===== src/rtl/pc_fetch_ctrl.sv =====
// pc_fetch_ctrl
//   Program-counter / fetch controller for the single-cycle RV32I core.
//   Each cycle it picks the next instruction address from one of five
//   sources: trap vector, return-address stack, jump, branch or
//   sequential (pc + 4). It checks the chosen address for alignment and
//   range, and it keeps a circular return-address stack (RAS).
//
// Ports
//   clk, rst       clock; synchronous active-high reset
//   stall          hold PC, RAS and outputs (trap_req still acts)
//   branch_taken   redirect to branch_target
//   jump_valid     redirect to jump_target; with jump_is_call, push pc_plus4
//   ret_valid      redirect to the RAS top, or to jump_target if the RAS is empty
//   trap_req       force TRAP_VECTOR and leave FAULT
//   inst_address   current PC (registered)
//   pc_plus4       inst_address + 4 (combinational, wraps modulo 2^AW)
//   redirect       the last PC update was not sequential
//   fault          high while the FSM is in FAULT
//   fault_cause    00 none, 01 misaligned, 10 out of range
//   fault_addr     the address that caused the fault
//   ras_underflow  one-cycle pulse when a ret finds the RAS empty
//   state_dbg      FSM state for debug (0 RUN, 1 FAULT)
//
// Input qualification: there is no ready/valid handshake. A request
// (branch_taken, jump_valid, ret_valid) is used in the cycle it is high,
// only when stall=0 and the FSM is in RUN. Nothing is queued or retried.
module pc_fetch_ctrl #(
    parameter int unsigned ADDRESS_WIDTH = 32,
    parameter int unsigned MEM_SIZE      = 256,
    parameter logic [ADDRESS_WIDTH-1:0] RESET_VECTOR = '0,
    parameter logic [ADDRESS_WIDTH-1:0] TRAP_VECTOR  = ADDRESS_WIDTH'('h10),
    parameter int unsigned RAS_DEPTH     = 4
) (
    input  logic                     clk,
    input  logic                     rst,
    input  logic                     stall,
    input  logic                     branch_taken,
    input  logic [ADDRESS_WIDTH-1:0] branch_target,
    input  logic                     jump_valid,
    input  logic                     jump_is_call,
    input  logic [ADDRESS_WIDTH-1:0] jump_target,
    input  logic                     ret_valid,
    input  logic                     trap_req,
    output logic [ADDRESS_WIDTH-1:0] inst_address,
    output logic [ADDRESS_WIDTH-1:0] pc_plus4,
    output logic                     redirect,
    output logic                     fault,
    output logic [1:0]               fault_cause,
    output logic [ADDRESS_WIDTH-1:0] fault_addr,
    output logic                     ras_underflow,
    output logic                     state_dbg
);

    localparam int unsigned AW = ADDRESS_WIDTH;
    localparam int unsigned PW = (RAS_DEPTH > 1) ? $clog2(RAS_DEPTH) : 1;
    localparam int unsigned CW = $clog2(RAS_DEPTH + 1);
    // One bit wider than an address, so the limit still fits when
    // 4*MEM_SIZE equals 2^AW.
    localparam logic [AW:0] PC_LIMIT = (AW+1)'(4 * MEM_SIZE);

    typedef enum logic {S_RUN = 1'b0, S_FAULT = 1'b1} state_t;

    state_t          state;
    logic [AW-1:0]   ras [RAS_DEPTH];
    logic [PW-1:0]   ras_ptr;    // index of the current top entry
    logic [CW-1:0]   ras_count;

    logic [PW-1:0]   ptr_inc;
    logic [PW-1:0]   ptr_dec;
    logic            ras_empty;

    logic [AW-1:0]   cand;
    logic            cand_redirect;
    logic            do_pop;
    logic            do_push;
    logic            underflow;
    logic            misaligned;
    logic            out_of_range;
    logic            cand_ok;
    logic            update;     // this cycle's candidate is evaluated
    logic            accept;     // this cycle's candidate becomes the new PC

    logic            ras_we;
    logic [PW-1:0]   ras_waddr;

    assign pc_plus4  = inst_address + AW'(4);
    assign fault     = (state == S_FAULT);
    assign state_dbg = (state == S_FAULT);
    assign ras_empty = (ras_count == '0);
    assign ptr_inc   = (ras_ptr == PW'(RAS_DEPTH - 1)) ? '0 : ras_ptr + PW'(1);
    assign ptr_dec   = (ras_ptr == '0) ? PW'(RAS_DEPTH - 1) : ras_ptr - PW'(1);

    // Pick the candidate address. A ret has priority over a jump. The
    // jump's call bit still counts with a ret, so a combined ret+call pops
    // the top and writes pc_plus4 back into the same slot.
    always_comb begin
        cand          = pc_plus4;
        cand_redirect = 1'b0;
        do_pop        = 1'b0;
        do_push       = 1'b0;
        underflow     = 1'b0;
        if (ret_valid) begin
            cand_redirect = 1'b1;
            do_push       = jump_valid & jump_is_call;
            if (!ras_empty) begin
                cand   = ras[ras_ptr];
                do_pop = 1'b1;
            end else begin
                cand      = jump_target;
                underflow = 1'b1;
            end
        end else if (jump_valid) begin
            cand          = jump_target;
            cand_redirect = 1'b1;
            do_push       = jump_is_call;
        end else if (branch_taken) begin
            cand          = branch_target;
            cand_redirect = 1'b1;
        end
    end

    assign misaligned   = (cand[1:0] != 2'b00);
    assign out_of_range = ({1'b0, cand} >= PC_LIMIT);
    assign cand_ok      = !misaligned && !out_of_range;
    assign update       = !rst && !trap_req && (state == S_RUN) && !stall;
    assign accept       = update && cand_ok;

    // When a push comes with a pop, it overwrites the popped slot.
    // Otherwise it advances the pointer. When the stack is full, the
    // advance lands on the oldest entry and overwrites it.
    assign ras_we    = accept && do_push;
    assign ras_waddr = do_pop ? ras_ptr : ptr_inc;

    always_ff @(posedge clk) begin
        if (ras_we) begin
            ras[ras_waddr] <= pc_plus4;
        end
    end

    always_ff @(posedge clk) begin
        if (rst) begin
            state         <= S_RUN;
            inst_address  <= RESET_VECTOR;
            redirect      <= 1'b0;
            fault_cause   <= 2'b00;
            fault_addr    <= '0;
            ras_underflow <= 1'b0;
            ras_ptr       <= '0;
            ras_count     <= '0;
        end else begin
            ras_underflow <= 1'b0;
            if (trap_req) begin
                state        <= S_RUN;
                inst_address <= TRAP_VECTOR;
                redirect     <= 1'b1;
                fault_cause  <= 2'b00;
                fault_addr   <= '0;
            end else if (update) begin
                ras_underflow <= underflow;
                if (cand_ok) begin
                    inst_address <= cand;
                    redirect     <= cand_redirect;
                    if (do_pop && !do_push) begin
                        ras_ptr   <= ptr_dec;
                        ras_count <= ras_count - CW'(1);
                    end else if (do_push && !do_pop) begin
                        ras_ptr <= ptr_inc;
                        if (ras_count != CW'(RAS_DEPTH)) begin
                            ras_count <= ras_count + CW'(1);
                        end
                    end
                end else begin
                    // PC and RAS stay as they are. Record the cause:
                    // misalignment takes precedence over range.
                    state       <= S_FAULT;
                    redirect    <= 1'b0;
                    fault_cause <= misaligned ? 2'b01 : 2'b10;
                    fault_addr  <= cand;
                end
            end
        end
    end

endmodule


===== config.mk =====
export PLATFORM = sky130hd
export DESIGN_NAME = pc_fetch_ctrl
export DESIGN_NICKNAME = d
export VERILOG_FILES = /design/src/rtl/pc_fetch_ctrl.sv
export SDC_FILE = /design/constraint.sdc
export NUM_CORES = 1
export LEC_CHECK = 0
export ABC_AREA = 1
export BUFFER_PORTS_ARGS = -buffer_cell sky130_fd_sc_hd__buf_2
export CORE_ASPECT_RATIO = 1.5
export CORE_MARGIN = 5
export CORE_UTILIZATION = 55
export CTS_CLUSTER_SIZE = 40
export DETAILED_ROUTE_END_ITERATION = 16
export GPL_ROUTABILITY_DRIVEN = 0
export PLACE_DENSITY = 0.82
export SETUP_SLACK_MARGIN = 0.1
export SYNTH_ARGS = -nofsm -noshare
export SYNTH_HDL_FRONTEND = slang
export SYNTH_SLANG_ARGS = --single-unit

===== constraint.sdc =====
create_clock -name clk -period 4.5 [get_ports clk]
set_input_delay 0.675 -clock clk [delete_from_list [all_inputs] [get_ports clk]]
set_output_delay 0.675 -clock clk [all_outputs]
set_load 0.05 [all_outputs]

[Word level (Yosys, flattened, before mapping)]
Memory sizes are Yosys's and may differ from the RTL's. A register that Yosys moved wholly into a read port is not among the register bits.
Index checks and enable logic that the tools add are counted.
Cells by class
  add/sub/neg operators: 5
  multipliers: 0
  divide/modulo/power cells: 0
  order comparisons: 1
  equality and inequality tests: 2
  shifts and indexed selects: 0
  multiplexer cells: 31
  bitwise logic cells: 6
  reduce and logical (&&, ||, !) cells: 29
Operators with widths (number)
  $mux W32: 4
  $add A32 B3 Y32 const B: 1
  $ge A32 B11 Y1 const B: 1
  $mux W2: 8
  $mux W5: 3
  $mux W1: 13
  $reduce_bool A2 Y1: 5
  $mux W3: 3
  $logic_and A1 B1 Y1: 8
  $logic_not A1 Y1: 7
  $reduce_and A2 Y1: 3
  $not A1 Y1: 5
  $reduce_and A5 Y1: 1
  $reduce_and A4 Y1: 1
  $reduce_or A4 Y1: 1
  $add A3 B1 Y3 const B: 1
  $logic_not A3 Y1: 1
  $ne A3 B3 Y1 const B: 1
  $sub A3 B1 Y3 const B: 1
  $add A2 B1 Y2 const B: 1
  $eq A2 B2 Y1 const B: 1
  $logic_not A2 Y1: 1
  $reduce_or A2 Y1: 1
  $sub A2 B1 Y2 const B: 1
  $and A1 B1 Y1: 1
Word-level totals
  register bits: 74
  latch bits: 0
  memory bits (writable): 128
  memory bits (read-only): 0
  input bits: 72
  output and inout port bits: 102
  logic and storage cells: 84
  memories: 1
Memories
  ras: words 4, bits a word 32, read ports 1, clocked after memory_dff 1, wr ports 1, line 64  | logic [AW-1:0] ras [RAS_DEPTH];

[Logic depth before layout (Yosys ltp)]
  depth after elaboration: 11
  depth in mapped cells: 21
  gate-level depth less buffers: 20

[Least setup slack after synthesis]
No wires, ideal clock.
  path kind: register to register
  from: register inst_address[3]
  to: memory ras[0][0] in the netlist's numbering, enable pin
  library setup time: 421 ps
  arrival time: 4362 ps
  required time: 4079 ps
  setup slack: -283 ps
  stages on the path, launching flop included: 17
  path buffers: 1
  clock period less this slack: 4783 ps
  path through: dfxtp_1 > ha_1 > inv_1 > nor2_4 > nand2_1 > o21ai_1 > nand2_1 > o21ai_1 > nand2_1 > nor2_1 > nand3_1 > nor2_2 > nand3_4 > clkinv_2 > buf_8 > nand4_2 > nor2_1
On the way
  word-level cells in the longest chain between the ends: 11
Ends and longest elaborated chain
  from (decl): line 44  | output logic [ADDRESS_WIDTH-1:0] inst_address,
  from (signal assigned): line 161  | inst_address <= cand;
  $add A32 B3 Y32: line 86  | assign pc_plus4 = inst_address + AW'(4);
  via pc_plus4[18]: line 45  | output logic [ADDRESS_WIDTH-1:0] pc_plus4,
  $mux W32: line 116  | end else if (branch_taken) begin
  $mux W32: line 112  | end else if (jump_valid) begin
  $mux W32: line 102  | if (ret_valid) begin
  $ge A32 B11 Y1: line 123  | assign out_of_range = ({1'b0, cand} >= PC_LIMIT);
  $logic_not A1 Y1: line 124  | assign cand_ok = !misaligned && !out_of_range;
  $logic_and A1 B1 Y1: line 124
  $logic_and A1 B1 Y1: line 126  | assign accept = update && cand_ok;
  $logic_and A1 B1 Y1: line 131  | assign ras_we = accept && do_push;
  $mux W1: line 135  | if (ras_we) begin
  $mux W1 (not written as such): line 136  | ras[ras_waddr] <= pc_plus4;
  to (decl): line 64
The timed path passes the listed nets, and every way through them passes these cells.

==> flow_summary.json <==
{
  "grt_pass1_vias": 9119,
  "vdd_ir_drop_max_mv": 0.345,
  "area_growth_pct": 17.7,
  "slew_violations": 0,
  "grt_pass1_wl_mm": 52.4,
  "cts_max_level": 1,
  "drc_errors": 0,
  "ys_ff_latch": 204,
  "grtUsageTotal_pct": 33.1,
  "dp_hpwl_mm": 25.3,
  "fill_cells": 1444,
  "grt-ovfl-total": 0,
  "routed_via_density": 6.04,
  "whs_path_depth": 2,
  "cts-root-buf": "clkbuf_16",
  "cts_buffer_depth": 3,
  "setup-violations-final": 0,
  "cp_max_fo": 47,
  "portBuffers": 173,
  "status": "complete, no violations",
  "drive_above_1_share_pct": 20.3,
  "hold_class": "in -> reg",
  "critical_path_class": "reg -> reg",
  "start_util_pct": 55.4,
  "slew_headroom_pct": 31.8,
  "cts_hold_repair.buffers": 0,
  "max-cap-violations": 0,
  "ios": 174,
  "r2r_end": "ras[2][3]",
  "die_w_um": 119,
  "worstSetupStartpointType": "flip-flop",
  "cts.clk_slew.worst_paths_ns": 0.06,
  "grt_setup_unrepaired": "false",
  "synth_top_family_by_area": "simple AND/OR/NAND/NOR gates",
  "yosys_warnings": 0,
  "final_area_um2": 11600,
  "vias": 9509,
  "fmax_mhz": 242,
  "final_common_cell": "nand2_1",
  "synth_simple_gate_area_share_pct": 24.2,
  "synth_edf_count": 128,
  "cts_setup_buffers": 0,
  "endpoint_kind": "flip-flop",
  "cts_made_buffers": 20,
  "first_pass_iters": 6,
  "hold_start": "rst",
  "yosysTopAreaCell": "edfxtp_1",
  "place_inst": 1538,
  "num_antenna_cells": 0,
  "row_count": 60,
  "totalWireLength_mm": 34.9,
  "fin_nets": 1420,
  "hold_violations": 0,
  "antenna_left": 0,
  "critPathRequiredTime_ns": 4.64,
  "postSynthAreaPerCell_um2": 8.37,
  "synth_xor_area_share_pct": 0.800,
  "reg2reg_slack_ns": 0.38,
  "grt_max_degree": 48,
  "synth.area.top_cells": "edfxtp_1, dfxtp_1, nand2_1",
  "clock_latency_ns": 0.51,
  "period_share_pct": 91.7,
  "die_h_um": 174,
  "synth_fa_ha_area_share_pct": 0.711,
  "final_cell_mix": "nand2_1, nor2_1, buf_2, edfxtp_1, o21ai_0",
  "p_leak_nw": 4.75,
  "async_flop_share_pct": 0,
  "wl_per_cell_um": 22.2,
  "power.density_nw_per_um2": 343,
  "dieArea_um2": 20700,
  "tritoncts": "done",
  "cts_resized": 0,
  "layoutNonFillerInstCount": 1574,
  "finalClockSkew_ns": 0.0103,
  "cts_sinks": 204,
  "synth_cells": 1177,
  "ys.flop_type": "edfxtp_1",
  "reg2reg_depth": 13,
  "min_period_ns": 4.12,
  "final_util_pct": 65.2,
  "critPathArrivalTime_ns": 4.27,
  "hold_end": "redirect",
  "core_um2": 17800,
  "worstMarginPinSlew_ns": 1.02,
  "yosysTopAreaCellShare_pct": 39.0,
  "placement.cell_area_um2": 10900,
  "syn-cell-area_um2": 9850,
  "synthDistinctLibCells": 42,
  "yosysSeqAreaShare_pct": 54.5,
  "syn-num-nets": 1254,
  "grt_antenna_before_repair": 0,
  "drt_iter0_drc": 1259,
  "muxShareOfSynthArea_pct": 0,
  "synth_compound_area_share_pct": 13.5
}
[worst max-delay path by stage]
| stage | from | endpoint | slack, ns | cells past startpoint |
|---|---|---|---|---|
| global placement | jump_valid | ras[2][8] | 0.40 | 18 |
| CTS | flip-flop | ras[2][3] | 0.48 | 16 |
| detailed placement | ret_valid | ras[2][24] | 0.30 | 15 |
| floorplan | inst_address[3] | ras[0][0] | -0.28 | 16 |
| global route | flip-flop | ras[2][6] | 0.13 | 16 |
| finish | flip-flop | ras[2][3] | 0.38 | 13 |
[metrics by stage]
stage | power, W | TNS, ns | setup slack [ns] | hold WS (ns)
after floorplan | 0.00218 | -36.13 | -0.283 | 0.452
after global placement | 0.00229 | 0 | 0.404 | 0.464
after detailed placement | 0.00229 | 0 | 0.295 | 0.470
after CTS | 0.00397 | 0 | 0.476 | 0.422
after global routing | 0.00408 | 0 | 0.133 | 0.428
final | 0.00398 | 0 | 0.376 | 0.426
[Yosys cell counts, drive strengths merged (3+ instances only)]
cell      n
o22ai    17
nor3     24
inv      88
o21ai   129
a21boi   15
ha        4
dfxtp    76
xor2      7
nor2    236
nand2   232
a21oi    76
clkinv    3
clkbuf   30
or2       7
edfxtp  128
nand3    58
buf      26
nand4     8
a221oi    3
[where the power goes]
part,switching (W),internal [W]
Sequential,0.00000829,0.00197
Combinational,0.000201,0.0000807
Clock,0.000713,0.00100
[layout make-up]
cell class | count | area [um^2] | area share (%)
clock buffer | 29 | 576 | 4.96
clock inverter | 7 | 88.8 | 0.766
inverter | 91 | 343 | 2.96
multi-input combinational | 826 | 3880 | 33.5
sequential | 204 | 5370 | 46.3
tap | 217 | 272 | 2.34
timing repair buffer | 200 | 1070 | 9.22
[state kept, by name, summed over array words and instances (netlist names), named ones only]
name and flops:
ras_ptr 2, ras_count 3, inst_address 32, ras 128, redirect 1, fault_cause 2
ras_underflow 1, fault_addr 32, fault 1
[layer usage]
metal	vias to the layer above	part of all wire, %	GRT usage (%)
li1	4262	-	-
met1	4322	32	37.5
met2	733	47	53.7
met5	-	0	0
met4	0	10	27.5
met3	192	11	6.05
[kinds of logic after synthesis]
logic type	after synthesis
simple gates	567
compound gates	245
xor+xnor	9
fa+ha+maj	5
buf+inv	147
flops	204
[critical path, stage by stage (launching register included)]
cell and delay (ns):
dfxtp_2 0.68, inv_2 0.46, o21ai_0 0.35, o22ai_1 0.12, nand2_1 0.07, nand3_1 0.09, a21oi_1 0.49, nand3_1 0.15
nor2_1 0.30, nand3_4 0.19, clkinv_2 0.13, nand4_2 0.10, nor2_2 0.12, buf_4 0.46
No activity file was read; power rests on OpenSTA's default activity.
